**config.mk**
```make
export PLATFORM = sky130hd
export DESIGN_NAME = uart_buffered_tx
export DESIGN_NICKNAME = d
export VERILOG_FILES = /design/src/rtl/uart_pkg.sv /design/src/rtl/uart_byte_fifo.sv /design/src/rtl/uart_buffered_tx.sv
export SDC_FILE = /design/constraint.sdc
export NUM_CORES = 1
export LEC_CHECK = 0
export BUFFER_PORTS_ARGS = -buffer_cell sky130_fd_sc_hd__clkbuf_2
export CAP_MARGIN = 20
export CORE_MARGIN = 5
export CORE_UTILIZATION = 55
export CTS_CLUSTER_DIAMETER = 150
export CTS_CLUSTER_SIZE = 24
export DETAILED_ROUTE_END_ITERATION = 12
export PLACE_DENSITY = 0.74
export SLEW_MARGIN = 20
export SYNTH_ARGS = -nofsm -noshare
export SYNTH_HDL_FRONTEND = slang
export SYNTH_SLANG_ARGS = --single-unit
```
**constraint.sdc**
```tcl
create_clock -name clk -period 3.6 [get_ports clk]
set_input_delay 0.36 -clock clk [delete_from_list [all_inputs] [get_ports clk]]
set_output_delay 0.36 -clock clk [all_outputs]
set_load 0.005 [all_outputs]
```
**src/rtl/uart_pkg.sv**
```systemverilog
// Shared types and helpers for the buffered UART transmitter.
package uart_pkg;

    localparam int UART_DATA_BITS = 8;

    typedef enum logic [2:0] {
        IDLE,
        START,
        DATA,
        PARITY,
        STOP
    } tx_state_t;

    // Rounded clk cycles per bit.
    function automatic int uart_div(input int clk_hz, input int baud);
        return (clk_hz + baud / 2) / baud;
    endfunction

endpackage

```
**src/rtl/uart_byte_fifo.sv**
```systemverilog
// Synchronous byte FIFO with push/pop, full/empty flags and an occupancy level.
module uart_byte_fifo #(
    parameter int DEPTH = 16,
    parameter int W     = 8
) (
    input  logic                     clk,
    input  logic                     rst_n,
    input  logic                     push,
    input  logic [W-1:0]             wr_data,
    input  logic                     pop,
    output logic [W-1:0]             rd_data,
    output logic                     full,
    output logic                     empty,
    output logic [$clog2(DEPTH):0]   level
);

    localparam int AW = $clog2(DEPTH);
    localparam int LW = AW + 1;

    logic [W-1:0]  mem_q [DEPTH];
    logic [AW-1:0] wr_ptr_q, wr_ptr_d;
    logic [AW-1:0] rd_ptr_q, rd_ptr_d;
    logic [LW-1:0] level_q, level_d;
    logic          do_push, do_pop;

    assign full    = (level_q == LW'(DEPTH));
    assign empty   = (level_q == '0);
    assign level   = level_q;
    assign rd_data = mem_q[rd_ptr_q];

    // DEPTH is a power of two, so pointers wrap by natural overflow.
    always_comb begin
        do_push  = push & ~full;
        do_pop   = pop & ~empty;
        wr_ptr_d = do_push ? wr_ptr_q + 1'b1 : wr_ptr_q;
        rd_ptr_d = do_pop  ? rd_ptr_q + 1'b1 : rd_ptr_q;
        level_d  = level_q;
        if (do_push && !do_pop)
            level_d = level_q + 1'b1;
        else if (do_pop && !do_push)
            level_d = level_q - 1'b1;
    end

    always_ff @(posedge clk or negedge rst_n) begin
        if (!rst_n) begin
            wr_ptr_q <= '0;
            rd_ptr_q <= '0;
            level_q  <= '0;
        end else begin
            wr_ptr_q <= wr_ptr_d;
            rd_ptr_q <= rd_ptr_d;
            level_q  <= level_d;
        end
    end

    always_ff @(posedge clk) begin
        if (do_push)
            mem_q[wr_ptr_q] <= wr_data;
    end

endmodule

```
**src/rtl/uart_buffered_tx.sv**
```systemverilog
// Buffered 8N1 UART transmitter: byte FIFO feeding a baud-timed serialiser.
// Define UART_TX_PARITY_EN to insert an even-parity bit before the stop bit.
module uart_buffered_tx
    import uart_pkg::*;
#(
    parameter int CLK_HZ     = 50_000_000,
    parameter int BAUD       = 9600,
    parameter int FIFO_DEPTH = 16
) (
    input  logic                          clk,
    input  logic                          rst_n,
    input  logic [7:0]                    tx_data,
    input  logic                          tx_valid,
    output logic                          tx_ready,
    output logic [$clog2(FIFO_DEPTH):0]   fifo_level,
    output logic                          busy,
    output logic                          rs232_tx
);

    localparam int DIV = uart_div(CLK_HZ, BAUD);
    localparam int CW  = $clog2(DIV);
    localparam int BW  = $clog2(UART_DATA_BITS);

    tx_state_t                 state_q, state_d;
    logic [CW-1:0]             cnt_q, cnt_d;
    logic [BW-1:0]             bit_q, bit_d;
    logic [UART_DATA_BITS-1:0] shift_q, shift_d;
    logic                      tx_q, tx_d;
    logic                      bit_tick;
    logic                      load;
    logic                      fifo_pop;
    logic                      fifo_full;
    logic                      fifo_empty;
    logic [7:0]                fifo_rd;

`ifdef UART_TX_PARITY_EN
    logic par_q, par_d;
`endif

    uart_byte_fifo #(
        .DEPTH (FIFO_DEPTH),
        .W     (UART_DATA_BITS)
    ) u_fifo (
        .clk     (clk),
        .rst_n   (rst_n),
        .push    (tx_valid & tx_ready),
        .wr_data (tx_data),
        .pop     (fifo_pop),
        .rd_data (fifo_rd),
        .full    (fifo_full),
        .empty   (fifo_empty),
        .level   (fifo_level)
    );

    assign tx_ready = ~fifo_full;
    assign busy     = (state_q != IDLE) || !fifo_empty;
    assign rs232_tx = tx_q;

    always_comb begin
        state_d  = state_q;
        cnt_d    = cnt_q;
        bit_d    = bit_q;
        shift_d  = shift_q;
        tx_d     = 1'b1;
        load     = 1'b0;
        bit_tick = (cnt_q == CW'(DIV - 1));
`ifdef UART_TX_PARITY_EN
        par_d    = par_q;
`endif

        if (state_q != IDLE)
            cnt_d = bit_tick ? '0 : cnt_q + 1'b1;

        case (state_q)
            IDLE: begin
                if (!fifo_empty)
                    load = 1'b1;
            end
            START: begin
                tx_d = 1'b0;
                if (bit_tick)
                    state_d = DATA;
            end
            DATA: begin
                tx_d = shift_q[0];
                if (bit_tick) begin
                    shift_d = {1'b0, shift_q[UART_DATA_BITS-1:1]};
                    bit_d   = bit_q + 1'b1;
                    if (bit_q == BW'(UART_DATA_BITS - 1))
`ifdef UART_TX_PARITY_EN
                        state_d = PARITY;
`else
                        state_d = STOP;
`endif
                end
            end
`ifdef UART_TX_PARITY_EN
            PARITY: begin
                tx_d = par_q;
                if (bit_tick)
                    state_d = STOP;
            end
`endif
            STOP: begin
                tx_d = 1'b1;
                // Chain straight into the next start bit when data is waiting.
                if (bit_tick) begin
                    if (!fifo_empty)
                        load = 1'b1;
                    else
                        state_d = IDLE;
                end
            end
            default: state_d = IDLE;
        endcase

        if (load) begin
            shift_d = fifo_rd;
            cnt_d   = '0;
            bit_d   = '0;
            state_d = START;
`ifdef UART_TX_PARITY_EN
            par_d   = ^fifo_rd;
`endif
        end
        fifo_pop = load;
    end

    always_ff @(posedge clk or negedge rst_n) begin
        if (!rst_n) begin
            state_q <= IDLE;
            cnt_q   <= '0;
            bit_q   <= '0;
            shift_q <= '0;
            tx_q    <= 1'b1;
        end else begin
            state_q <= state_d;
            cnt_q   <= cnt_d;
            bit_q   <= bit_d;
            shift_q <= shift_d;
            tx_q    <= tx_d;
        end
    end

`ifdef UART_TX_PARITY_EN
    always_ff @(posedge clk or negedge rst_n) begin
        if (!rst_n)
            par_q <= 1'b0;
        else
            par_q <= par_d;
    end
`endif

endmodule

```
# --- Word-level counts from Yosys, hierarchy flattened ---
# Memories as Yosys holds them, arrays and structs flattened.
# Cells that the tools add are included.
word_totals:
  ff_bits: 41
  latchBits: 0
  ram_bits: 128
  romBits: 0
  output_inout_bits: 8
  mem_count: 1
op_classes:
  addsub: 6
  n_mul: 0
  div_mod_pow: 0
  order_cmp: 0
  n_eq_ne: 12
  n_shift: 0
  n_mux: 24
  n_bitwise: 5
  n_reduce_logical: 15
mem_list:
  columns: ["memory", "depth", "word_bits", "read_ports", "rd_clocked_by_memory_dff", "write_ports", "line_no", "rtl"]
  rows:
  - ["u_fifo.mem_q", 16, 8, 1, 0, 1, "uart_byte_fifo.sv:20", "logic [W-1:0] mem_q [DEPTH];"]
op_table:
  columns: ["operator", "n"]
  rows:
  - ["$mux W13", 3]
  - ["$mux W3", 9]
  - ["$mux W8", 3]
  - ["$ne A3 B2 Y1 const B", 5]
  - ["$add A13 B1 Y13 const B", 1]
  - ["$eq A13 B13 Y1 const B", 1]
  - ["$pmux W3 S4", 1]
  - ["$mux W5", 2]
  - ["$add A4 B1 Y4 const B", 2]
  - ["$reduce_bool A2 Y1", 4]
  - ["$eq A3 B3 Y1 const B", 2]
  - ["$reduce_and A6 Y1", 1]
  - ["$add A5 B1 Y5 const B", 1]
  - ["$eq A5 B5 Y1 const B", 1]
  - ["$logic_not A5 Y1", 1]
  - ["$sub A5 B1 Y5 const B", 1]
  - ["$mux W1", 4]
  - ["$pmux W1 S2", 2]
  - ["$add A3 B1 Y3 const B", 1]
  - ["$and A1 B1 Y1", 3]
  - ["$eq A3 B1 Y1 const B", 1]
  - ["$eq A3 B2 Y1 const B", 1]
  - ["$logic_not A1 Y1", 3]
  - ["$logic_not A3 Y1", 1]
  - ["other kinds (6)", 8]

# --- Logic depth before layout (Yosys ltp) ---
logic_depth:
  depth_word: 8
  depth_mapped: 13

# --- Cells and area by module ---
# A second synthesis with hierarchy kept.
unflattened:
  hier_cells: 464
  area_unflattened_um2: 7347.0
by_module_without_submodules:
  columns: ["module", "instances", "cells_each", "area_per_inst_um2", "seq_area_each_um2"]
  rows:
  - ["uart_byte_fifo", 1, 322, 5816.8, 4169.0]
  - ["uart_buffered_tx", 1, 142, 1530.2, 701.9]

# --- Worst setup path before layout ---
# Ideal clock, no wire load.
synth_timing:
  path_type: "flip-flop to flip-flop"
  from: "register cnt_q[7]"
  to: "register u_fifo.level_q[4], in the netlist u_fifo.level[4]"
  setup_time_ns: 0.129
  arrival_time_ns: 3.108
  setup_slack_ns: 0.363
  path_stages_with_launch: 13
  path_buffers: 0
  synth_period_minus_slack_ns: 3.237
  path_cell_list: "dfrtp_1 or4b_1 or3_4 a2111oi_4 inv_1 ha_1 inv_1 ha_1 a21o_1 a21oi_1 xnor2_1 nor2_1 xor2_1"
synth_via:
  elab_chain_len: 7
  word_cells_on_any_way: 9
  classes_between: "eq/ne (1); mux (3); bitwise (1); reduce/logical (4)"
synth_lines:
  columns: ["element", "line_no", "rtl"]
  rows:
  - ["start: declaration", "uart_buffered_tx.sv:25", "logic [CW-1:0] cnt_q, cnt_d;"]
  - ["start signal: assignment", "uart_buffered_tx.sv:138", "cnt_q <= cnt_d;"]
  - ["$eq A13 B13 Y1 (*)", "uart_buffered_tx.sv:66", "bit_tick = (cnt_q == CW'(DIV - 1));"]
  - ["$mux W1 (*)", "uart_buffered_tx.sv:107", "if (bit_tick) begin"]
  - ["$pmux W1 S2 (*)", "uart_buffered_tx.sv:74", "case (state_q)"]
  - ["$and A1 B1 Y1 (*)", "uart_byte_fifo.sv:34", "do_pop = pop & ~empty;"]
  - ["$logic_not A1 Y1", "uart_byte_fifo.sv:38", "if (do_push && !do_pop)"]
  - ["$logic_and A1 B1 Y1", "uart_byte_fifo.sv:38", null]
  - ["$mux W5 or $reduce_bool A2 Y1 (tied branches)", null, null]
  - ["end signal: assignment", "uart_byte_fifo.sv:52", "level_q <= level_d;"]
  - ["end: declaration", "uart_byte_fifo.sv:23", "logic [LW-1:0] level_q, level_d;"]
# Mark *: on every way between the ends. The rest lies on a longest branch, timed or not.
# A chain may end at the register's enable or synchronous reset.

# --- Final worst setup path ---
# Ends and elaborated chain as after synthesis.

==> flow_metrics.env <==
export IMPL_first_pass_iters=5
export IMPL_synth_area_leader_cell="edfxtp_1"
export IMPL_clockBufferDepth=2
export IMPL_dieArea_sq_mm=0.0154
export IMPL_ys_flop_type="edfxtp_1"
export IMPL_fmax_mhz=298
export IMPL_regToRegEndpoint="u_fifo.level[4]$_DFFE_PN0P_"
export IMPL_cts_tree="done"
export IMPL_post_route_min_period_ps=3350
export IMPL_cts_root_buf="clkbuf_16"
export IMPL_grt_pass1_wl_mm=22.2
export IMPL_fp_dieH_um=124
export IMPL_status="finished clean"
export IMPL_fin_setup_tns_ps=0
export IMPL_r2r_start="cnt_q[7]$_DFFE_PN0P_"
export IMPL_p_leak_nw=3.06
export IMPL_start_util_pct=56.5
export IMPL_clkTransAtPathRegs_ps=60
export IMPL_cp_cell_sequence="or4b_1, or3_4, a2111oi_4, inv_1, ha_1, inv_1, ha_1, a21o_1, a21oi_1, xnor2_1, nor2_1, xor2_1"
export IMPL_antenna_found_initial=0
export IMPL_critPathRequiredTime_ps=3900
export IMPL_grt_use_total_pct=19.8
export IMPL_grt_max_degree=42
export IMPL_power_w=0.00466
export IMPL_r2r_slack_ps=250
export IMPL_slew_headroom_pct=37.8
export IMPL_vias_per_cell=5.93
export IMPL_nets=505
export IMPL_setup_viol=0
export IMPL_period_share_pct=93.1
export IMPL_io_pins=19
export IMPL_cp_top_family="simple AND/OR/NAND/NOR gates"
export IMPL_syn_inst=459
export IMPL_cp_end_kind="register"
export IMPL_cts_made_buffers=17
export IMPL_tightest_slew_ps=930
export IMPL_drive_gt1_share_pct=17.8
export IMPL_grt_ovfl_total=0
export IMPL_clock_sinks=169
export IMPL_drc=0
export IMPL_ys_seq_elements=169
export IMPL_setup_ws_ps=247
export IMPL_antenna_diode_count=0
export IMPL_synth_edf_count=128
export IMPL_cts_setup_buffers=0
export IMPL_wl_per_cell_um=20.9
export IMPL_grt_pass1_vias=4078
export IMPL_drt_total_wl_mm=13.9
export IMPL_syn_to_final_growth_pct=11.4
export IMPL_cp_num_buf_inv=2
export IMPL_cts_htree_levels=4
export IMPL_cp_slowest_cell="or4b_1"
export IMPL_portBuffers=18
export IMPL_worstHoldPathType="in2async"
export IMPL_clock_latency_ps=430
export IMPL_cp_data_arrival_time_ps=3650
export IMPL_cp_depth=12
export IMPL_core_area_sq_mm=0.0127
export IMPL_drv_slew=0
export IMPL_drtAntennaViolNets=0
export IMPL_syn_nets=483
export IMPL_async_reset_ff_share_pct=24.3
export IMPL_rsz0062_at_grt="false"
export IMPL_clock_skew_ps=9.25
export IMPL_peakVddDrop_uv=388
export IMPL_row_count=41
export IMPL_maxCapViolCount=0
export IMPL_synthDistinctLibCells=57
export IMPL_netlist_area_leader_share_pct=53.7
export IMPL_avgSynthCellArea_sq_um=15.6
export IMPL_synth_area_leaders="edfxtp_1 54%, dfrtp_1 14%, mux2i_1 6.0%"
export IMPL_power_density_mw_per_mm2=585
export IMPL_pre_cts_ws_ps=263
export IMPL_path_max_fanout=6
export IMPL_seq_area_frac_synth_pct=68.1
export IMPL_synth_warnings=0
export IMPL_dpl_hpwl_mm=8.65
export IMPL_gp_congestion=0.842
export IMPL_die_w_um=124
export IMPL_crit_type="reg2reg"
export IMPL_slowest_delay_ps=560
export IMPL_mappedNetlistArea_sq_mm=0.00715
export IMPL_cts_resized=0
export IMPL_num_vias=3951
export IMPL_reg2regPathDepth=12
export IMPL_drt_initial_drc_count=341
export IMPL_finalHoldViolations=0
export IMPL_start_kind="register"
export IMPL_cts_hold_buf=0
worst max path at each step:
stage / slack, ps / endpoint / from
finish: 250 / u_fifo.level[4]$_DFFE_PN0P_ / cnt_q[7]$_DFFE_PN0P_
global route: 90 / u_fifo.level[4]$_DFFE_PN0P_ / cnt_q[7]$_DFFE_PN0P_
detailed placement: 260 / u_fifo.level[4]$_DFFE_PN0P_ / cnt_q[7]$_DFFE_PN0P_
global placement: 300 / u_fifo.level[4]$_DFFE_PN0P_ / cnt_q[7]$_DFFE_PN0P_
CTS: 240 / u_fifo.level[4]$_DFFE_PN0P_ / cnt_q[7]$_DFFE_PN0P_
floorplan: 360 / u_fifo.level[4]$_DFFE_PN0P_ / cnt_q[7]$_DFFE_PN0P_
through the flow:
stage	hold WS, ps	area [sq um]	std cells	util (%)
final	75.0	7970	666	62.9
after global routing	155	7970	666	62.9
after CTS	136	7970	666	62.9
after detailed placement	476	7400	634	58.4
after global placement	469	7400	634	58.4
after floorplan	64.4	7150	459	-
power by group:
part | internal, W | leakage [nW] | switching (W)
clock | 0.000967 | 0.271 | 0.000776
combinational | 0.000196 | 1.12 | 0.000302
sequential | 0.00230 | 1.67 | 0.000117
cells by family (layout without fill, tap and decap cells):
logic type / Yosys count / after routing / share of synthesized area [%]
AO/OA/AOI/OAI: 61 / 61 / 6.82
XOR/XNOR: 20 / 20 / 2.55
AND/OR/NAND/NOR: 105 / 105 / 7.52
adder cells (fa/ha/maj): 13 / 13 / 2.38
buffers and inverters: 33 / 68 / 2.38
flip-flops: 169 / 169 / 68.1
multiplexers: 58 / 58 / 10.3
cells in the mapped netlist, types with 2 or more instances:
cell type and instances:
or3_1 2, a221oi_1 14, nand2b_1 4, o31ai_1 2
clkbuf_1 10, xnor2_1 14, mux2i_1 43, nand2_1 23
a21o_1 2, nor2b_1 4, nand4_1 3, buf_4 3
xor2_1 5, a22o_1 2, buf_2 4, a22oi_1 7
dfrtp_1 40, nand3_1 9, o21ai_0 14, edfxtp_1 128
o221a_2 7, buf_6 2, ha_1 12, inv_1 10
mux2_2 3, o22ai_1 2, a21oi_1 5, nor3_1 12
and3_1 2, and2_1 2, nor2_1 32, mux4_2 12
routing by layer:
layer / up-vias / part of all wire [%] / track usage, %
li1: 1819 / - / -
met2: 99 / 52 / 33.9
met3: 26 / 4.2 / 4.31
met4: 0 / 2.1 / 7.94
met1: 2007 / 41 / 24.7
met5: - / 0 / 0
layout by cell type, fill, tap and decap left out, types with 2 or more instances in the layout:
cell,n
o21ai_0,14
o22ai_1,2
nand2b_1,4
mux2i_1,43
clkinv_1,3
clkbuf_2,17
ha_1,12
dfrtp_1,39
buf_4,6
inv_1,10
and2_1,2
mux4_2,12
a221oi_1,14
edfxtp_1,128
nor2b_1,4
clkinv_4,4
mux2_2,3
o221a_2,7
xor2_1,5
inv_6,3
o31ai_1,2
or3_1,2
nor2_1,32
xnor2_1,14
nor3_1,12
nand2_1,23
nand3_1,9
nand4_1,3
a22o_1,2
a21oi_1,5
clkinvlp_4,2
a21o_1,2
a22oi_1,7
and3_1,2
clkbuf_16,17
area by class of cell:
class / count / area, sq um
flip-flops and latches: 169 / 4870
fillers: 913 / 4700
multi-input cells: 257 / 2110
clock buffers: 18 / 429
well taps: 172 / 215
repair buffers: 25 / 155
clock inverters: 14 / 141
inverters: 11 / 41.3
state kept, by name, summed over array words and instances (netlist names):
register and count:
cnt_q 13, state_q 3, u_fifo.wr_ptr_q 4, bit_q 3, u_fifo.rd_ptr_q 4, u_fifo.level 5, u_fifo.mem_q 128, shift_q 8
rs232_tx 1
(Power assumes the default switching activity.)
